--- config.mk ---
export PLATFORM = sky130hd
export DESIGN_NAME = mem_arbiter
export DESIGN_NICKNAME = d
export VERILOG_FILES = /design/src/rtl/mem_arbiter_pkg.sv /design/src/rtl/mem_arbiter.sv
export SDC_FILE = /design/constraint.sdc
export NUM_CORES = 1
export LEC_CHECK = 0
export CAP_MARGIN = 0
export CORE_MARGIN = 2
export CORE_UTILIZATION = 42
export CTS_CLUSTER_DIAMETER = 50
export DETAILED_ROUTE_END_ITERATION = 16
export PLACE_DENSITY = 0.84
export SLEW_MARGIN = 20
export SYNTH_ARGS = -nofsm -noshare
export SYNTH_HDL_FRONTEND = slang
export SYNTH_SLANG_ARGS = --single-unit
--- constraint.sdc ---
create_clock -name ph1 -period 2.2 [get_ports ph1]
set_clock_uncertainty 0.15 [all_clocks]
set_input_delay 0.33 -clock ph1 [delete_from_list [all_inputs] [get_ports ph1]]
set_output_delay 0.33 -clock ph1 [all_outputs]
set_load 0.01 [all_outputs]
--- src/rtl/mem_arbiter_pkg.sv ---
`default_nettype none
// +----------------------------------------------------------------------------+
// | mem_arbiter_pkg : shared types for the CPU/DMA memory arbiter             |
// | Rev 1.0 - initial release                                                 |
// +----------------------------------------------------------------------------+
package mem_arbiter_pkg;

  typedef enum logic [1:0] {
    ST_IDLE   = 2'd0,
    ST_ACCESS = 2'd1,
    ST_DONE   = 2'd2
  } state_e;

  typedef enum logic {
    PORT_CPU = 1'b0,
    PORT_DMA = 1'b1
  } port_e;

  localparam int c_cnt_w    = 3;
  localparam int c_starve_w = 4;
  localparam int c_addr_w   = 16;
  localparam int c_data_w   = 8;

endpackage
`default_nettype wire

--- src/rtl/mem_arbiter.sv ---
`default_nettype none
// +----------------------------------------------------------------------------+
// | mem_arbiter : two-port (CPU/DMA) single-memory arbiter with starvation cap |
// | Rev 1.0 - initial release                                                 |
// +----------------------------------------------------------------------------+
module mem_arbiter
  import mem_arbiter_pkg::*;
#(
  parameter int MEM_LAT    = 1,
  parameter int STARVE_MAX = 4
) (
  input  logic                ph1,
  input  logic                reset_b,
  input  logic                cpu_req,
  input  logic                cpu_we,
  input  logic [c_addr_w-1:0] cpu_addr,
  input  logic [c_data_w-1:0] cpu_wdata,
  output logic [c_data_w-1:0] cpu_rdata,
  output logic                cpu_ready,
  input  logic                dma_req,
  input  logic                dma_we,
  input  logic [c_addr_w-1:0] dma_addr,
  input  logic [c_data_w-1:0] dma_wdata,
  output logic [c_data_w-1:0] dma_rdata,
  output logic                dma_ack,
  output logic                mem_en,
  output logic                mem_we,
  output logic [c_addr_w-1:0] mem_addr,
  output logic [c_data_w-1:0] mem_wdata,
  input  logic [c_data_w-1:0] mem_rdata
);

  localparam logic [c_cnt_w-1:0]    c_lat    = c_cnt_w'(MEM_LAT);
  localparam logic [c_starve_w-1:0] c_starve = c_starve_w'(STARVE_MAX);

  state_e                r_state;
  state_e                w_state_nxt;
  logic [c_cnt_w-1:0]    r_cnt;
  logic [c_starve_w-1:0] r_starve_cnt;
  port_e                 r_sel;
  port_e                 w_sel;
  logic                  w_grant;

  always_ff @(posedge ph1 or negedge reset_b) begin
    if (!reset_b) r_state <= ST_IDLE;
    else          r_state <= w_state_nxt;
  end

  // CPU has priority unless the DMA port has waited through STARVE_MAX CPU grants.
  always_comb begin
    w_state_nxt = r_state;
    w_grant     = 1'b0;
    w_sel       = PORT_CPU;
    case (r_state)
      ST_IDLE: begin
        if (cpu_req || dma_req) begin
          w_grant     = 1'b1;
          w_state_nxt = ST_ACCESS;
          if (dma_req && (!cpu_req || r_starve_cnt == c_starve)) w_sel = PORT_DMA;
        end
      end
      ST_ACCESS: if (r_cnt == '0) w_state_nxt = ST_DONE;
      ST_DONE:   w_state_nxt = ST_IDLE;
      default:   w_state_nxt = ST_IDLE;
    endcase
  end

  always_ff @(posedge ph1 or negedge reset_b) begin
    if (!reset_b) begin
      r_cnt        <= '0;
      r_starve_cnt <= '0;
      r_sel        <= PORT_CPU;
      mem_en       <= 1'b0;
      mem_we       <= 1'b0;
      mem_addr     <= '0;
      mem_wdata    <= '0;
      cpu_rdata    <= '0;
      dma_rdata    <= '0;
      cpu_ready    <= 1'b0;
      dma_ack      <= 1'b0;
    end else begin
      mem_en    <= w_grant;
      cpu_ready <= 1'b0;
      dma_ack   <= 1'b0;
      if (r_state == ST_IDLE && !dma_req) r_starve_cnt <= '0;
      if (w_grant) begin
        r_sel <= w_sel;
        r_cnt <= c_lat;
        if (w_sel == PORT_DMA) begin
          mem_we       <= dma_we;
          mem_addr     <= dma_addr;
          mem_wdata    <= dma_wdata;
          r_starve_cnt <= '0;
        end else begin
          mem_we    <= cpu_we;
          mem_addr  <= cpu_addr;
          mem_wdata <= cpu_wdata;
          if (dma_req && r_starve_cnt != c_starve) r_starve_cnt <= r_starve_cnt + 1'b1;
        end
      end
      // Memory data is due on the edge where the latency count has run out.
      if (r_state == ST_ACCESS) begin
        if (r_cnt == '0) begin
          if (r_sel == PORT_DMA) begin
            dma_rdata <= mem_rdata;
            dma_ack   <= 1'b1;
          end else begin
            cpu_rdata <= mem_rdata;
            cpu_ready <= 1'b1;
          end
        end else begin
          r_cnt <= r_cnt - 1'b1;
        end
      end
    end
  end

endmodule
`default_nettype wire

Word-level counts from Yosys, hierarchy flattened
Index checks and enable logic that the tools add are counted. W data, S select, Z words.

Word-level logic and storage cells: 56. Input bits: 62. Bits in registers: 54. Output and inout port bits: 44.

Multiplexer cells: 24. Reductions and logical operators: 12. Add/subtract/negate cells: 2. Equality and inequality tests: 5. Bitwise gates (word level): 1.

Operators with widths (count): $mux W16 (1); $mux W4 (4); $mux W1 (12); $mux W3 (3); $mux W8 (1); $reduce_and A3 Y1 (2); $add A4 B1 Y4 const B (1); $eq A4 B3 Y1 const B (1); $mux W2 (2); $ne A2 B2 Y1 const B (2); $ne A4 B3 Y1 const B (1); $pmux W2 S2 (1); $logic_and A1 B1 Y1 (3); $logic_not A3 Y1 (1); $sub A3 B1 Y3 const B (1); $eq A2 B1 Y1 const B (1); $logic_not A1 Y1 (2); $logic_not A2 Y1 (1); $logic_or A1 B1 Y1 (2); $reduce_and A2 Y1 (1); $not A1 Y1 (1).

Logic depth before layout (Yosys ltp)
Gate-level depths: netlist of run 1.

Depth in word-level cells: 8. Depth in mapped cells: 6. Mapped depth without buffers: 5.

Least setup slack after synthesis of run 1
No wires, ideal clock.

Path type: register to register. Start point: register r_starve_cnt[0]. End point: register mem_addr[0]. Stages on the path, launching flop included: 7. Buffers on the path: 1. Clock period less this slack: 1.764 ns. Required time: 1.924 ns. Arrival: 1.488 ns. Path slack: 0.436 ns. Cells stage by stage: dfrtp_1 > inv_1 > ha_1 > nand3b_4 > o211a_4 > buf_6 > a221o_1.

Longest elaborated chain between the ends: 7.

RTL lines: start, declared (line mem_arbiter.sv:39) `logic [c_starve_w-1:0] r_starve_cnt;`; start signal, assigned (line mem_arbiter.sv:98) `if (dma_req && r_starve_cnt != c_starve) r_starve_cnt <= r_starve_cnt + 1'b1;`; $eq A4 B3 Y1 (line mem_arbiter.sv:59) `if (dma_req && (!cpu_req || r_starve_cnt == c_starve)) w_sel = PORT_DMA;`; $logic_or A1 B1 Y1 (line mem_arbiter.sv:59); $logic_and A1 B1 Y1 (line mem_arbiter.sv:59); $mux W1 (line mem_arbiter.sv:59); $mux W1 (line mem_arbiter.sv:56) `if (cpu_req || dma_req) begin`; $mux W1 (line mem_arbiter.sv:54) `case (r_state)`; $mux W16 (line mem_arbiter.sv:89) `if (w_sel == PORT_DMA) begin`; end signal, assigned (line mem_arbiter.sv:91) `mem_addr <= dma_addr;`; end signal, assigned (line mem_arbiter.sv:96) `mem_addr <= cpu_addr;`; end, declared (line mem_arbiter.sv:28) `output logic [c_addr_w-1:0] mem_addr,`.

Every way passes these cells. A chain may end at the register's enable or synchronous reset.

Worst setup path after layout of run 1
Start point: register r_starve_cnt[0]. End point: register mem_addr[4].

The elaborated chain is that of the path after synthesis.

==> results of run 1 <==
==> layout by cell type, fill, tap and decap left out, types with 2 or more instances in the layout <==
cell type and count:
nand3_1 2, o22ai_1 2, ha_1 4, or2_1 2
mux2_2 8, a21boi_0 25, clkbuf_8 6, clkdlybuf4s50_1 104
dfrtp_1 54, a221o_1 25, nor2b_1 3, buf_4 5
mux2_1 8, nand2_1 6, buf_12 3, inv_1 10
nand4_1 2
==> per-layer routing <==
metal,share of wire [%],up-vias,GRT usage [%],routed length [microns]
li1,-,902,-,-
met1,44,962,26.70,2688
met2,50,51,33.36,3078
met3,4.0,10,4.072,243
met4,2.0,0,6.724,121
met5,0,-,0,0
==> worst max-delay path: cells and delay by family, from the launching register on <==
kind	cells	cell delay, ps
AND/OR/NAND/NOR	1	130
AO/OA/AOI/OAI	2	760
flip-flops	1	440
buffers and inverters	1	70
adder cells (fa/ha/maj)	1	210
==> path summary, 6_finish.rpt <==
check                           slack (ps)       startpoint     endpoint  cells past startpoint
worst max-delay path                   330  r_starve_cnt[0]  mem_addr[4]                      5
worst min-delay path                   360         r_cnt[1]     r_cnt[1]                      1
worst max register to register         330  r_starve_cnt[0]  mem_addr[4]                      5
worst min register to register         360         r_cnt[1]     r_cnt[1]                      1
max in group asynchronous              940          reset_b  mem_addr[8]                      3
min in group asynchronous              400          reset_b       mem_we                      2
==> metrics by stage <==
stage	utilization (%)	worst slack [ps]	total power [uW]	cell area [sq um]
after floorplan	-	436.0	2862	2394
after global placement	64.51	274.3	3981	3552
after detailed placement	64.51	258.3	4067	3552
after CTS	66.42	323.1	4658	3657
after global routing	66.42	164.6	4893	3657
final	66.42	325.6	4609	3657
==> Yosys cell counts (all sizes together), types with 3 or more instances <==
library cell  number  share of area, %
a21boi            25               7.8
a221o             25                10
buf                9               2.9
dfrtp             54                56
ha                 4               2.1
inv               10               1.6
mux2              16               7.5
nand2              6              0.94
nor2b              3              0.78
==> cell type report <==
class / instances / area [sq um]
well taps: 72 / 90.09
multi-input cells: 105 / 929.6
clock buffers: 6 / 82.58
flip-flops and latches: 54 / 1351
clock inverters: 2 / 12.51
fillers: 420 / 1849
repair buffers: 114 / 1154
inverters: 10 / 37.54
==> what timing repair did <==
item	in CTS	in global routing
resized for setup	0	0
hold buffers	1	0
setup buffers	0	0
hold endpoints to repair	22	0
==> logic make-up after synthesis <==
| family | Yosys count | synth area share (%) |
|---|---|---|
| adder cells (fa/ha/maj) | 4 | 2.091 |
| multiplexers | 16 | 7.528 |
| buffers and inverters | 21 | 4.809 |
| AO/OA/AOI/OAI | 62 | 23.11 |
| AND/OR/NAND/NOR | 23 | 6.012 |
| flip-flops | 54 | 56.46 |
==> flip-flops by register name (all words and copies together) (netlist names), 2 cells and up <==
signal        flops
r_starve_cnt      4
r_state           2
mem_addr         16
cpu_rdata         8
dma_rdata         8
mem_wdata         8
r_cnt             3
==> report_power, final <==
group | switching (uW) | internal [uW]
logic | 975 | 1350
clock network | 321 | 254
registers | 254 | 1450
total | 1550 | 3060
==> out/qor.txt, run 1 <==
Vias in the first global route -> 1982
Die Width -> 79.49 microns
Ys flop type -> dfrtp_1
First-pass GRT wire length -> 9825 microns
Max stage delay on crit path -> 440 ps
Row Count -> 27
Fmax -> 0.5335 GHz
Syn_nets -> 246
Layout cells sized above 1 -> 10.65%
Final nets -> 356
Number of diodes -> 0
DRT Wirelength -> 6131 microns
Total grt overflow -> 0
Pins Over Slew Limit -> 0
Initial DRC count -> 156
Hold_ws -> 356.3 ps
Startpoint Class -> flip-flop
Core area -> 5507 sq um
Full die area -> 6319 sq um
Unrepaired setup endpoints after global routing -> false
Largest net degree at the start of global routing -> 33
Crit path kind -> reg2reg
Slew margin rel. -> 61.80%
Setup TNS -> 0 ps
Slew @ Worst Pin -> 572.9 ps
Yosys reg bits -> 54
Synth Instances -> 180
Synth async-reset ratio -> 100.0%
Die Y -> 79.49 microns
EDFF count, synth -> 0
Min Tclk post-route -> 1874 ps
Placed instance count -> 354
Wire per inst -> 16.89 microns
Worst-skew pair later-pin latency -> 310 ps
Vias post-DR -> 1925
CTS H-tree depth -> 2
Final worst path period share -> 85.20%
Root Buffer -> clkbuf_8
Post-Synthesis Cell Area -> 2394 sq um
Power per cell area -> 1260 nW/um^2
P_leak -> 0.001543 uW
Netlist cell types -> 34
Finish-stage setup viols -> 0
Non-filler instance count after layout -> 363
Synth Warn # -> 0
Post-Syn Area per Cell -> 13.30 sq um
WP data arrival -> 1910 ps
Syn-to-layout area delta -> 52.80%
Clk slew on worst S/H paths -> 100 ps
Worst path cell trace -> inv_1 -> ha_1 -> nand3b_4 -> o211a_4 -> a221o_1
DRT antenna net count -> 0
Max-Cap Viols -> 0
Critical Path Sink Type -> flip-flop
Drc violations -> 0
Cell with the largest stage delay on the worst path -> dfrtp_1
Status -> finished, final reports clean
Routability cong. -> 0.7625
Routed vias/inst -> 5.303
Initial Util -> 43.47%
Worst Path Max Fanout -> 25
Io pins -> 106
Seq/Total Area, Yosys -> 56.46%
Critical path required time -> 2240 ps
GRT Util Overall -> 20.24%
Max clock buf depth -> 2
Max IR drop VDD -> 0.6767 mV
CTS tree -> yes
Detailed Place HPWL -> 4551 microns
Fin. Hold Viols -> 0
Clk sinks -> 54
Hold/Removal Path Class -> reg2reg
CTS Buf Count -> 5
First-pass DRT Iterations -> 4
Port bufs -> 105
Initial antenna violation count -> 0
(Power assumes the default switching activity.)
==> run 2, diff against run 1 <==
Settings changed: MAX_ROUTING_LAYER from default to met4.
==> run 2 against run 1 <==
Net effect: sequential share of layout area did not move; non-clock buffer count did not move; largest power group unchanged; register-to-register slack hardly changed; clock power about the same; via count fell by 0.42%; routed wire length up 0.29%; worst hold slack worse by 1.7 ps; die area is the same; critical path depth stayed put; sequential power about the same; design area stayed put; combinational power barely moved.
==> out/qor.txt, run 2 (same netlist as run 1, synthesis figures left out) <==
Unrepaired setup endpoints after global routing -> false (unchanged)
Min Tclk post-route -> 1870 ps (was 1874 ps)
Slew margin rel. -> 62.80% (was 61.80%)
Row Count -> 27 (unchanged)
Root Buffer -> clkbuf_8 (unchanged)
Post-CTS Resized -> 0 (unchanged)
Placed inst area -> 3552 sq um (unchanged)
Number of diodes -> 0 (unchanged)
Crit path kind -> reg2reg (unchanged)
Buf+Inv Stages, Crit Path -> 1 (unchanged)
R2R depth -> 5 (unchanged)
Max-Cap Viols -> 0 (unchanged)
First-pass GRT wire length -> 9846 microns (was 9825 microns)
Clk sinks -> 54 (unchanged)
Routability cong. -> 0.7726 (was 0.7625)
Startpoint Class -> flip-flop (unchanged)
Initial Util -> 43.47% (unchanged)
Max stage delay on crit path -> 430 ps (was 440 ps)
Worst Path Max Fanout -> 25 (unchanged)
Fin. Hold Viols -> 0 (unchanged)
Routed vias/inst -> 5.281 (was 5.303)
Detailed Place HPWL -> 4551 microns (unchanged)
Commonest non-fill, non-tap cells in the layout -> 104 x clkdlybuf4s50_1, 54 x dfrtp_1, 25 x a21boi_0, 25 x a221o_1, 10 x inv_1 (unchanged)
Worst-skew pair later-pin latency -> 300 ps (was 310 ps)
Fin util -> 66.42% (unchanged)
WP data arrival -> 1910 ps (about the same)
Vias post-DR -> 1917 (was 1925)
Tot Pwr -> 4611 uW (was 4609 uW)
Max IR drop VDD -> 0.6774 mV (was 0.6767 mV)
Fillcell total -> 420 (unchanged)
Worst path cell trace -> inv_1 -> ha_1 -> nand3b_4 -> o211a_4 -> a221o_1 (unchanged)
CTS Buf Count -> 5 (unchanged)
Status -> finished, final reports clean (unchanged)
DRT Wirelength -> 6149 microns (was 6131 microns)
Power per cell area -> 1261 nW/um^2 (was 1260 nW/um^2)
Critical path required time -> 2240 ps (about the same)
Vias in the first global route -> 1986 (was 1982)
Crit. path cell count -> 5 (unchanged)
First-pass DRT Iterations -> 4 (unchanged)
GRT Util Overall -> 20.82% (was 20.24%)
Final nets -> 356 (unchanged)
Hold Buf Count CTS -> 1 (unchanged)
Critical Path Sink Type -> flip-flop (unchanged)
Layout cells sized above 1 -> 10.65% (unchanged)
Port bufs -> 105 (unchanged)
Finish-stage setup viols -> 0 (unchanged)
Syn-to-layout area delta -> 52.80% (unchanged)
Io pins -> 106 (unchanged)
CTS H-tree depth -> 2 (unchanged)
P_leak -> 0.001543 uW (unchanged)
Final Cell Area -> 3657 sq um (unchanged)
Full die area -> 6319 sq um (unchanged)
Slew @ Worst Pin -> 558.0 ps (was 572.9 ps)
Drc violations -> 0 (unchanged)
Post-CTS Setup Bufs -> 0 (unchanged)
Final worst path period share -> 85.01% (was 85.20%)
Total grt overflow -> 0 (unchanged)
Largest delay share family, worst path -> compound AO/OA/AOI/OAI gates (unchanged)
Max reg flops -> 16 (unchanged)
Die Y -> 79.49 microns (unchanged)
Max clock buf depth -> 2 (unchanged)
DRT antenna net count -> 0 (unchanged)
Setup TNS -> 0 ps (unchanged)
Cell with the largest stage delay on the worst path -> dfrtp_1 (unchanged)
Register name with the most flops -> mem_addr (unchanged)
Die Width -> 79.49 microns (unchanged)
Initial DRC count -> 140 (was 156)
Wire per inst -> 16.94 microns (was 16.89 microns)
Hold/Removal Path Class -> reg2reg (unchanged)
Hold depth -> 1 (unchanged)
Core area -> 5507 sq um (unchanged)
Initial antenna violation count -> 0 (unchanged)
Clk slew on worst S/H paths -> 90 ps (was 100 ps)
CTS tree -> yes (unchanged)
Largest net degree at the start of global routing -> 33 (unchanged)
Most common cell after layout, fill and taps aside -> clkdlybuf4s50_1 (unchanged)
Pins Over Slew Limit -> 0 (unchanged)
Fmax -> 0.5347 GHz (was 0.5335 GHz)
[run 2: cell counts in the layout (fill, tap and decap cells not counted)]
No cell type changed its count.
[run 2: worst paths after layout]
path	slack (ps)	to	startpoint
setup / recovery	330	mem_addr[4]	r_starve_cnt[0]
hold / removal	350	r_cnt[1]	r_cnt[1]
setup reg to reg	330	mem_addr[4]	r_starve_cnt[0]
hold reg to reg	350	r_cnt[1]	r_cnt[1]
max in group asynchronous	950	mem_addr[8]	reset_b
min in group asynchronous	400	mem_en	reset_b
[run 2: worst reg2reg max path, delay by kind of cell (launching register included)]
family	cells	cell delay, ps
fa+ha+maj	1	210
buf+inv	1	70
simple gates	1	130
compound gates	2	760
flops	1	430
[run 2: area by class of cell]
type	count	area [sq um]	share of cell area, %
inverter	10	37.54	1.026
clock inverter	2	12.51	0.3421
multi-input combinational	105	929.6	25.42
tap	72	90.09	2.463
timing repair buffer	114	1154	31.54
clock buffer	6	82.58	2.258
sequential	54	1351	36.95
[run 2: routing by layer]
layer | vias to the layer above | track usage [%] | routed length, microns
met2 | 57 | 33.45 | 3135
li1 | 900 | - | -
met1 | 949 | 27.29 | 2658
met4 | 0 | 6.724 | 125
met5 | - | - | 0
met3 | 11 | 3.167 | 230
[run 2: stage by stage]
stage / setup slack [ps] / std cells / hold slack (ps)
3_5_place_dp: 258.3 / 354 / 202.2
2_1_floorplan: 436.0 / 180 / -115.6
6_report: 329.8 / 363 / 354.7
3_3_place_gp: 274.3 / 354 / 199.5
4_1_cts: 323.1 / 363 / 355.4
5_1_grt: 164.6 / 363 / 371.9
[run 2: report_power, final]
| group | internal, uW | total [uW] | switching [uW] |
|---|---|---|---|
| sequential | 1450 | 1710 | 255 |
| clock | 254 | 572 | 319 |
| combinational | 1350 | 2330 | 979 |
| total | 3060 | 4610 | 1550 |
==> run 3, diff against run 2 <==
Settings changed: CTS_CLUSTER_SIZE from default to 12.
==> results of run 3 <==
The final DEF is identical to that of run 2; final timing and power are the same.
